File: src/rtl/vga_fb_scanout.sv
// VGA 640x480 scan-out: raster counters, pixel-doubled frame-buffer read addressing,
// and a control delay line that keeps syncs aligned with the returned pixel data.
module vga_fb_scanout #(
    parameter int H_ACTIVE   = 640,
    parameter int H_FP       = 16,
    parameter int H_SYNC     = 96,
    parameter int H_BP       = 48,
    parameter int V_ACTIVE   = 480,
    parameter int V_FP       = 10,
    parameter int V_SYNC     = 2,
    parameter int V_BP       = 33,
    parameter int RD_LATENCY = 1
) (
    input  logic        clock,
    input  logic        reset,
    output logic [16:0] fb_addr,
    output logic        fb_rd_en,
    input  logic [2:0]  fb_data,
    output logic [2:0]  rgb,
    output logic        hsync,
    output logic        vsync,
    output logic        frame_start
);

    localparam int H_TOTAL  = H_ACTIVE + H_FP + H_SYNC + H_BP;
    localparam int V_TOTAL  = V_ACTIVE + V_FP + V_SYNC + V_BP;
    localparam int HS_FIRST = H_ACTIVE + H_FP;
    localparam int HS_LAST  = HS_FIRST + H_SYNC - 1;
    localparam int VS_FIRST = V_ACTIVE + V_FP;
    localparam int VS_LAST  = VS_FIRST + V_SYNC - 1;

    logic [9:0]  h_cnt;
    logic [9:0]  v_cnt;
    logic        visible;
    logic        hs_now;
    logic        vs_now;
    logic        fs_now;
    logic [8:0]  x_pix;
    logic [8:0]  y_pix;
    logic [16:0] addr_calc;

    // Index 0 is the newest tap; index RD_LATENCY lines up with fb_data.
    logic [RD_LATENCY:0] vis_tap;
    logic [RD_LATENCY:0] hs_tap;
    logic [RD_LATENCY:0] vs_tap;
    logic [RD_LATENCY:0] fs_tap;

    always_ff @(posedge clock) begin
        if (reset) begin
            h_cnt <= '0;
            v_cnt <= '0;
        end else if (h_cnt == 10'(H_TOTAL - 1)) begin
            h_cnt <= '0;
            v_cnt <= (v_cnt == 10'(V_TOTAL - 1)) ? 10'd0 : v_cnt + 10'd1;
        end else begin
            h_cnt <= h_cnt + 10'd1;
        end
    end

    // Each frame-buffer pixel covers a 2x2 block of screen pixels; row stride is 320 = 256 + 64.
    always_comb begin
        visible   = (h_cnt < 10'(H_ACTIVE)) && (v_cnt < 10'(V_ACTIVE));
        hs_now    = !((h_cnt >= 10'(HS_FIRST)) && (h_cnt <= 10'(HS_LAST)));
        vs_now    = !((v_cnt >= 10'(VS_FIRST)) && (v_cnt <= 10'(VS_LAST)));
        fs_now    = (h_cnt == 10'd0) && (v_cnt == 10'd0);
        x_pix     = h_cnt[9:1];
        y_pix     = v_cnt[9:1];
        addr_calc = ({8'd0, y_pix} << 8) + ({8'd0, y_pix} << 6) + {8'd0, x_pix};
    end

    always_ff @(posedge clock) begin
        if (reset) begin
            fb_addr  <= '0;
            fb_rd_en <= 1'b0;
        end else begin
            fb_addr  <= visible ? addr_calc : 17'd0;
            fb_rd_en <= visible;
        end
    end

    always_ff @(posedge clock) begin
        if (reset) begin
            vis_tap <= '0;
            hs_tap  <= '1;
            vs_tap  <= '1;
            fs_tap  <= '0;
        end else begin
            vis_tap <= {vis_tap[RD_LATENCY-1:0], visible};
            hs_tap  <= {hs_tap[RD_LATENCY-1:0], hs_now};
            vs_tap  <= {vs_tap[RD_LATENCY-1:0], vs_now};
            fs_tap  <= {fs_tap[RD_LATENCY-1:0], fs_now};
        end
    end

    always_ff @(posedge clock) begin
        if (reset) begin
            rgb         <= 3'b000;
            hsync       <= 1'b1;
            vsync       <= 1'b1;
            frame_start <= 1'b0;
        end else begin
            rgb         <= vis_tap[RD_LATENCY] ? fb_data : 3'b000;
            hsync       <= hs_tap[RD_LATENCY];
            vsync       <= vs_tap[RD_LATENCY];
            frame_start <= fs_tap[RD_LATENCY];
        end
    end

endmodule

File: config.mk
export PLATFORM = sky130hd
export DESIGN_NAME = vga_fb_scanout
export DESIGN_NICKNAME = d
export VERILOG_FILES = /design/src/rtl/vga_fb_scanout.sv
export SDC_FILE = /design/constraint.sdc
export NUM_CORES = 1
export LEC_CHECK = 0
export CORE_MARGIN = 2
export CORE_UTILIZATION = 49
export CTS_CLUSTER_DIAMETER = 60
export DETAILED_ROUTE_END_ITERATION = 10
export PLACE_DENSITY = 0.83
export SYNTH_ARGS = -nofsm -noshare
export SYNTH_HDL_FRONTEND = slang
export SYNTH_SLANG_ARGS = --single-unit
File: constraint.sdc
create_clock -name clock -period 2.4 [get_ports clock]
set_input_delay 0.48 -clock clock [delete_from_list [all_inputs] [get_ports clock]]
set_output_delay 0.48 -clock clock [all_outputs]
set_load 0.005 [all_outputs]
Yosys cells after proc, flatten, opt, wreduce, memory -nomap -nowiden
Cells that the tools add are included.
Widths: inputs -> output; s select.
{"block": "word_totals", "out_inout_bits": 24, "input_bits": 5, "reg_bits": 52}
{"block": "classes", "bitwise": 2, "reduce_logical": 11, "order_cmp": 6, "eq_ne": 2, "mux": 1, "addsub": 4}
{"cell": "$add 10x1->10 const B", "n": 2}
{"cell": "$eq 10x10->1 const B", "n": 2}
{"cell": "$logic_not 10->1", "n": 2}
{"cell": "$add 17x15->17", "n": 1}
{"cell": "$add 17x9->17", "n": 1}
{"cell": "$ge 10x10->1 const B", "n": 1}
{"cell": "$ge 10x9->1 const B", "n": 1}
{"cell": "$le 10x10->1 const B", "n": 1}
{"cell": "$le 10x9->1 const B", "n": 1}
{"cell": "$lt 10x10->1 const B", "n": 1}
{"cell": "$lt 10x9->1 const B", "n": 1}
{"cell": "$mux 10", "n": 1}
{"cell": "$reduce_or 2->1", "n": 3}
{"cell": "$logic_and 1x1->1", "n": 4}
{"cell": "$logic_not 1->1", "n": 2}
{"cell": "$not 1->1", "n": 2}

Logic depth before layout (Yosys ltp)
{"block": "logic_depth", "word_depth": 4, "depth_mapped": 10, "depth_no_buf": 9}

Worst setup path after synthesis
OpenSTA, ideal clock, no wires.
{"block": "synth_timing", "path_type": "flip-flop to flip-flop", "start": "register v_cnt[3]", "end": "register fb_addr[16]", "path_stages_with_launch": 11, "setup_time_ns": 0.132, "n_path_buf": 1, "path_slack_ns": -0.103, "required_time_ns": 2.268, "arrival_ns": 2.372, "path_cell_list": "dfxtp_1 > clkbuf_1 > inv_1 > fa_1 > inv_1 > ha_1 > a21oi_1 > o211ai_1 > or2_2 > a221oi_1 > nor3_1"}
{"block": "synth_via", "elab_chain_len": 4}
{"item": "start: declaration", "line_no": "33", "rtl": "logic [9:0] v_cnt;"}
{"item": "start signal: assignment", "line_no": "54", "rtl": "v_cnt <= (v_cnt == 10'(V_TOTAL - 1)) ? 10'd0 : v_cnt + 10'd1;"}
{"item": "branches (longest 4 deep; another with $add 17x15->17)"}
{"item": "end signal: assignment", "line_no": "76", "rtl": "fb_addr <= visible ? addr_calc : 17'd0;"}
{"item": "end: declaration", "line_no": "16", "rtl": "output logic [16:0] fb_addr,"}
Several ways; the timed one is not identified.
A chain may end at the register's enable or synchronous reset.

Worst setup path in the final report
{"block": "layout_timing", "start": "register v_cnt[1]", "end": "register fb_addr[16]"}
Same word-level chain as after synthesis.

==> flow_summary.toml <==
[placed_design]
gp_congestion = 0.856
dp_hpwl_mm = 3.04
dpl_cell_area_um2 = 2700
numPortBuffers = 28

[job]
cap_violations = 0

[global_routing]
grt_pass1_wl_mm = 7.17
grt_pass1_vias = 1572
grtUsageTotal_pct = 17.4
antenna_found_initial = 0
overflow = 0
grt_max_degree = 20

[floorplanning]
die_w_um = 72.7
start_util_pct = 52.0
die-area_um2 = 5280
ios = 29
die_height_um = 72.7
core-area_um2 = 4440
rows = 24

[detailed_routing]
drc = 0
wl_mm = 4.33
drtPass1Iterations = 4
viasPerCell = 5.23
wl_per_cell_um = 12.8
drtIter0Drc = 126
vias = 1764
antenna_violating_nets_post_route = 0

[sta]
fmax_mhz = 438
slew_headroom_pct = 53.2
setup_violations = 0
tightestPinTransition_ns = 0.696
hold_viol = 0
min_period_ns = 2.29
skew_ns = 0.0102
drv_slew = 0
fin_crit_sh_pct = 95.2

[clocking]
clk_pin_slew_worst_paths_ns = 0.10
clk_path_buf_depth = 2
worstSkewPairLatency_ns = 0.31
clk_root_buffer_cell = "clkbuf_8"
numClockSinks = 51
cts_tree = "yes"
htreeDepth = 2
numCtsBuffers = 5
postCtsHoldBufs = 0

[cells_and_area]
final_area_um2 = 2820
layout.nets = 312
finish.utilization_pct = 63.3
area_delta_synth_final_pct = 21.9
antenna_cells = 0
drive_above_1_share_pct = 11.2

[synth]
synth_area_leaders = "dfxtp_1, ha_1, nor2_1, xor2_1, nand3_1"
ys_seq_area_share_pct = 44.2
avgSynthCellArea_um2 = 9.39
netlist.area_leader.share_pct = 44.2
yosysWarnings = 0
yosys.area.top_type = "dfxtp_1"
ys_types = 39
synth_area_um2 = 2310
syn-num-nets = 274
synth-seq-cells = 51
syn-instance-count = 246

[setup_path]
end_kind = "flop"
timing.rr.end = "fb_addr[16]$_SDFF_PP0_"
rrSetupSlack_ns = 0.11
r2r_start = "v_cnt[1]$_SDFFE_PP0P_"
crit_required_ns = 2.61
cp_max_fo = 2
cp.arrival_ns = 2.50
rr_worst_depth = 9
crit_type = "flop to flop"
crit_end = "fb_addr[16]$_SDFF_PP0_"
startpoint = "v_cnt[1]$_SDFFE_PP0P_"
worst_setup_path_start_kind = "flop"

[power]
p_per_area_nw_per_um2 = 514
p_leak_nw = 1.20
peakVddDrop_v = 0.000370

[hold_path]
min_path_type = "flop to flop"

[outcome]
outcome = "completed"
[cell families (layout without fill, tap and decap cells)]
logic type	after synthesis	after routing	share of synthesized area, %
xor gates and xnor gates	18	18	6.83
buffers and inverters	21	60	3.58
DFF	51	51	44.2
and+or+nand+nor	110	110	25.4
adders and majority gates	23	23	13.1
AOI/OAI and AO/OA	23	23	6.88
[sequential cells by signal, summed over array words and instances, names as in the netlist]
| signal | count |
|---|---|
| hs_tap | 2 |
| vis_tap | 2 |
| frame_start | 1 |
| fb_addr | 17 |
| hsync | 1 |
| h_cnt | 10 |
| vsync | 1 |
| vs_tap | 2 |
| rgb | 3 |
| fs_tap | 2 |
| v_cnt | 10 |
[power breakdown]
group          internal [mW]  switching [mW]  total [mW]  leakage, nW
combinational         0.0278          0.0275      0.0553        0.737
sequential             0.858         0.00747       0.866        0.414
clock                  0.236           0.291       0.526       0.0474
total                   1.12           0.326        1.45         1.20
[cell usage in the layout, fill, tap and decap left out, drive strengths merged, types with 6 or more instances in the layout]
master / Yosys / routed
nor3: 8 / 8
buf: 1 / 10
nor2b: 6 / 6
ha: 21 / 21
clkdlybuf4s50: 0 / 28
nand4: 6 / 6
xnor2: 7 / 7
nor2: 29 / 29
nand3: 15 / 15
nand2: 10 / 10
inv: 14 / 14
xor2: 11 / 11
clkbuf: 6 / 6
dfxtp: 51 / 51
and2: 10 / 10
[synth_stat cells]
cell type	count
nor2_1	29
nor3_1	8
nand3_1	15
or3_1	4
a211oi_1	1
a21o_1	4
o31a_1	1
ha_1	21
o21ai_0	3
a221oi_1	2
clkbuf_1	6
or3b_4	1
xor2_1	11
and3_1	5
or3_4	1
nor4_1	2
nand2_1	10
nor4_2	1
or2_2	5
nand2b_1	2
or4_1	2
xnor2_1	7
a21oi_2	1
and2_1	10
or2b_1	1
o211ai_1	1
o21bai_1	1
a21oi_1	4
nand4b_1	1
fa_1	2
inv_1	14
a31oi_1	1
buf_4	1
nor2b_1	6
o21a_1	3
o31ai_1	1
dfxtp_1	51
nor4b_1	1
nand4_1	6
[stage by stage]
stage	TNS (ns)	setup WS (ns)	total power [mW]	cells	hold WS, ns
floorplan	0	0.0361	0.914	246	0.389
global placement	0	0.141	0.940	327	0.392
detailed placement	0	0.0502	0.941	327	0.393
CTS	0	0.0432	1.46	335	0.415
global route	-0.000713	-0.000713	1.49	337	0.430
finish	0	0.114	1.45	337	0.413
[worst max-delay path: stages, from the launching register on]
cell      delay (ns)
dfxtp_2         0.35
inv_2           0.05
fa_2            0.59
inv_1           0.05
ha_1            0.28
a21oi_2         0.16
o211ai_1        0.13
or2_4           0.28
a221oi_2        0.24
nor3_1          0.06
[area by class of cell]
type                            count  area, um^2
Tap cell                           52        65.1
Fill cell                         381        1630
Sequential cell                    51        1020
Multi-Input combinational cell    174        1220
Clock buffer                        6        82.6
Clock inverter                      2        16.3
Timing Repair Buffer               38         355
Inverter                           14        52.6
[metal layers]
| layer | track usage, % | part of all wire, % | vias up |
|---|---|---|---|
| li1 | - | - | 911 |
| met1 | 23.4 | 48 | 811 |
| met2 | 27.2 | 47 | 37 |
| met3 | 4.56 | 3.7 | 5 |
| met4 | 5.97 | 1.3 | 0 |
| met5 | 0 | 0 | - |
[timing repair]
action	CTS	global route
setup endpoints to repair	0	1
setup buffers	0	2
gates resized for setup	0	3
[how the worst min path moves through the flow]
stage	slack, ns	cells past startpoint	end	startpoint
4_1_cts	0.42	1	vsync$_SDFF_PP1_	vs_tap[1]$_SDFF_PP1_
5_1_grt	0.43	1	vsync$_SDFF_PP1_	vs_tap[1]$_SDFF_PP1_
6_report	0.41	1	vsync$_SDFF_PP1_	vs_tap[1]$_SDFF_PP1_
3_5_place_dp	0.39	1	hs_tap[1]$_SDFF_PP1_	hs_tap[0]$_SDFF_PP1_
3_3_place_gp	0.39	1	vsync$_SDFF_PP1_	vs_tap[1]$_SDFF_PP1_
2_1_floorplan	0.39	1	hs_tap[1]$_SDFF_PP1_	hs_tap[0]$_SDFF_PP1_
No activity file was read; power rests on OpenSTA's default activity.
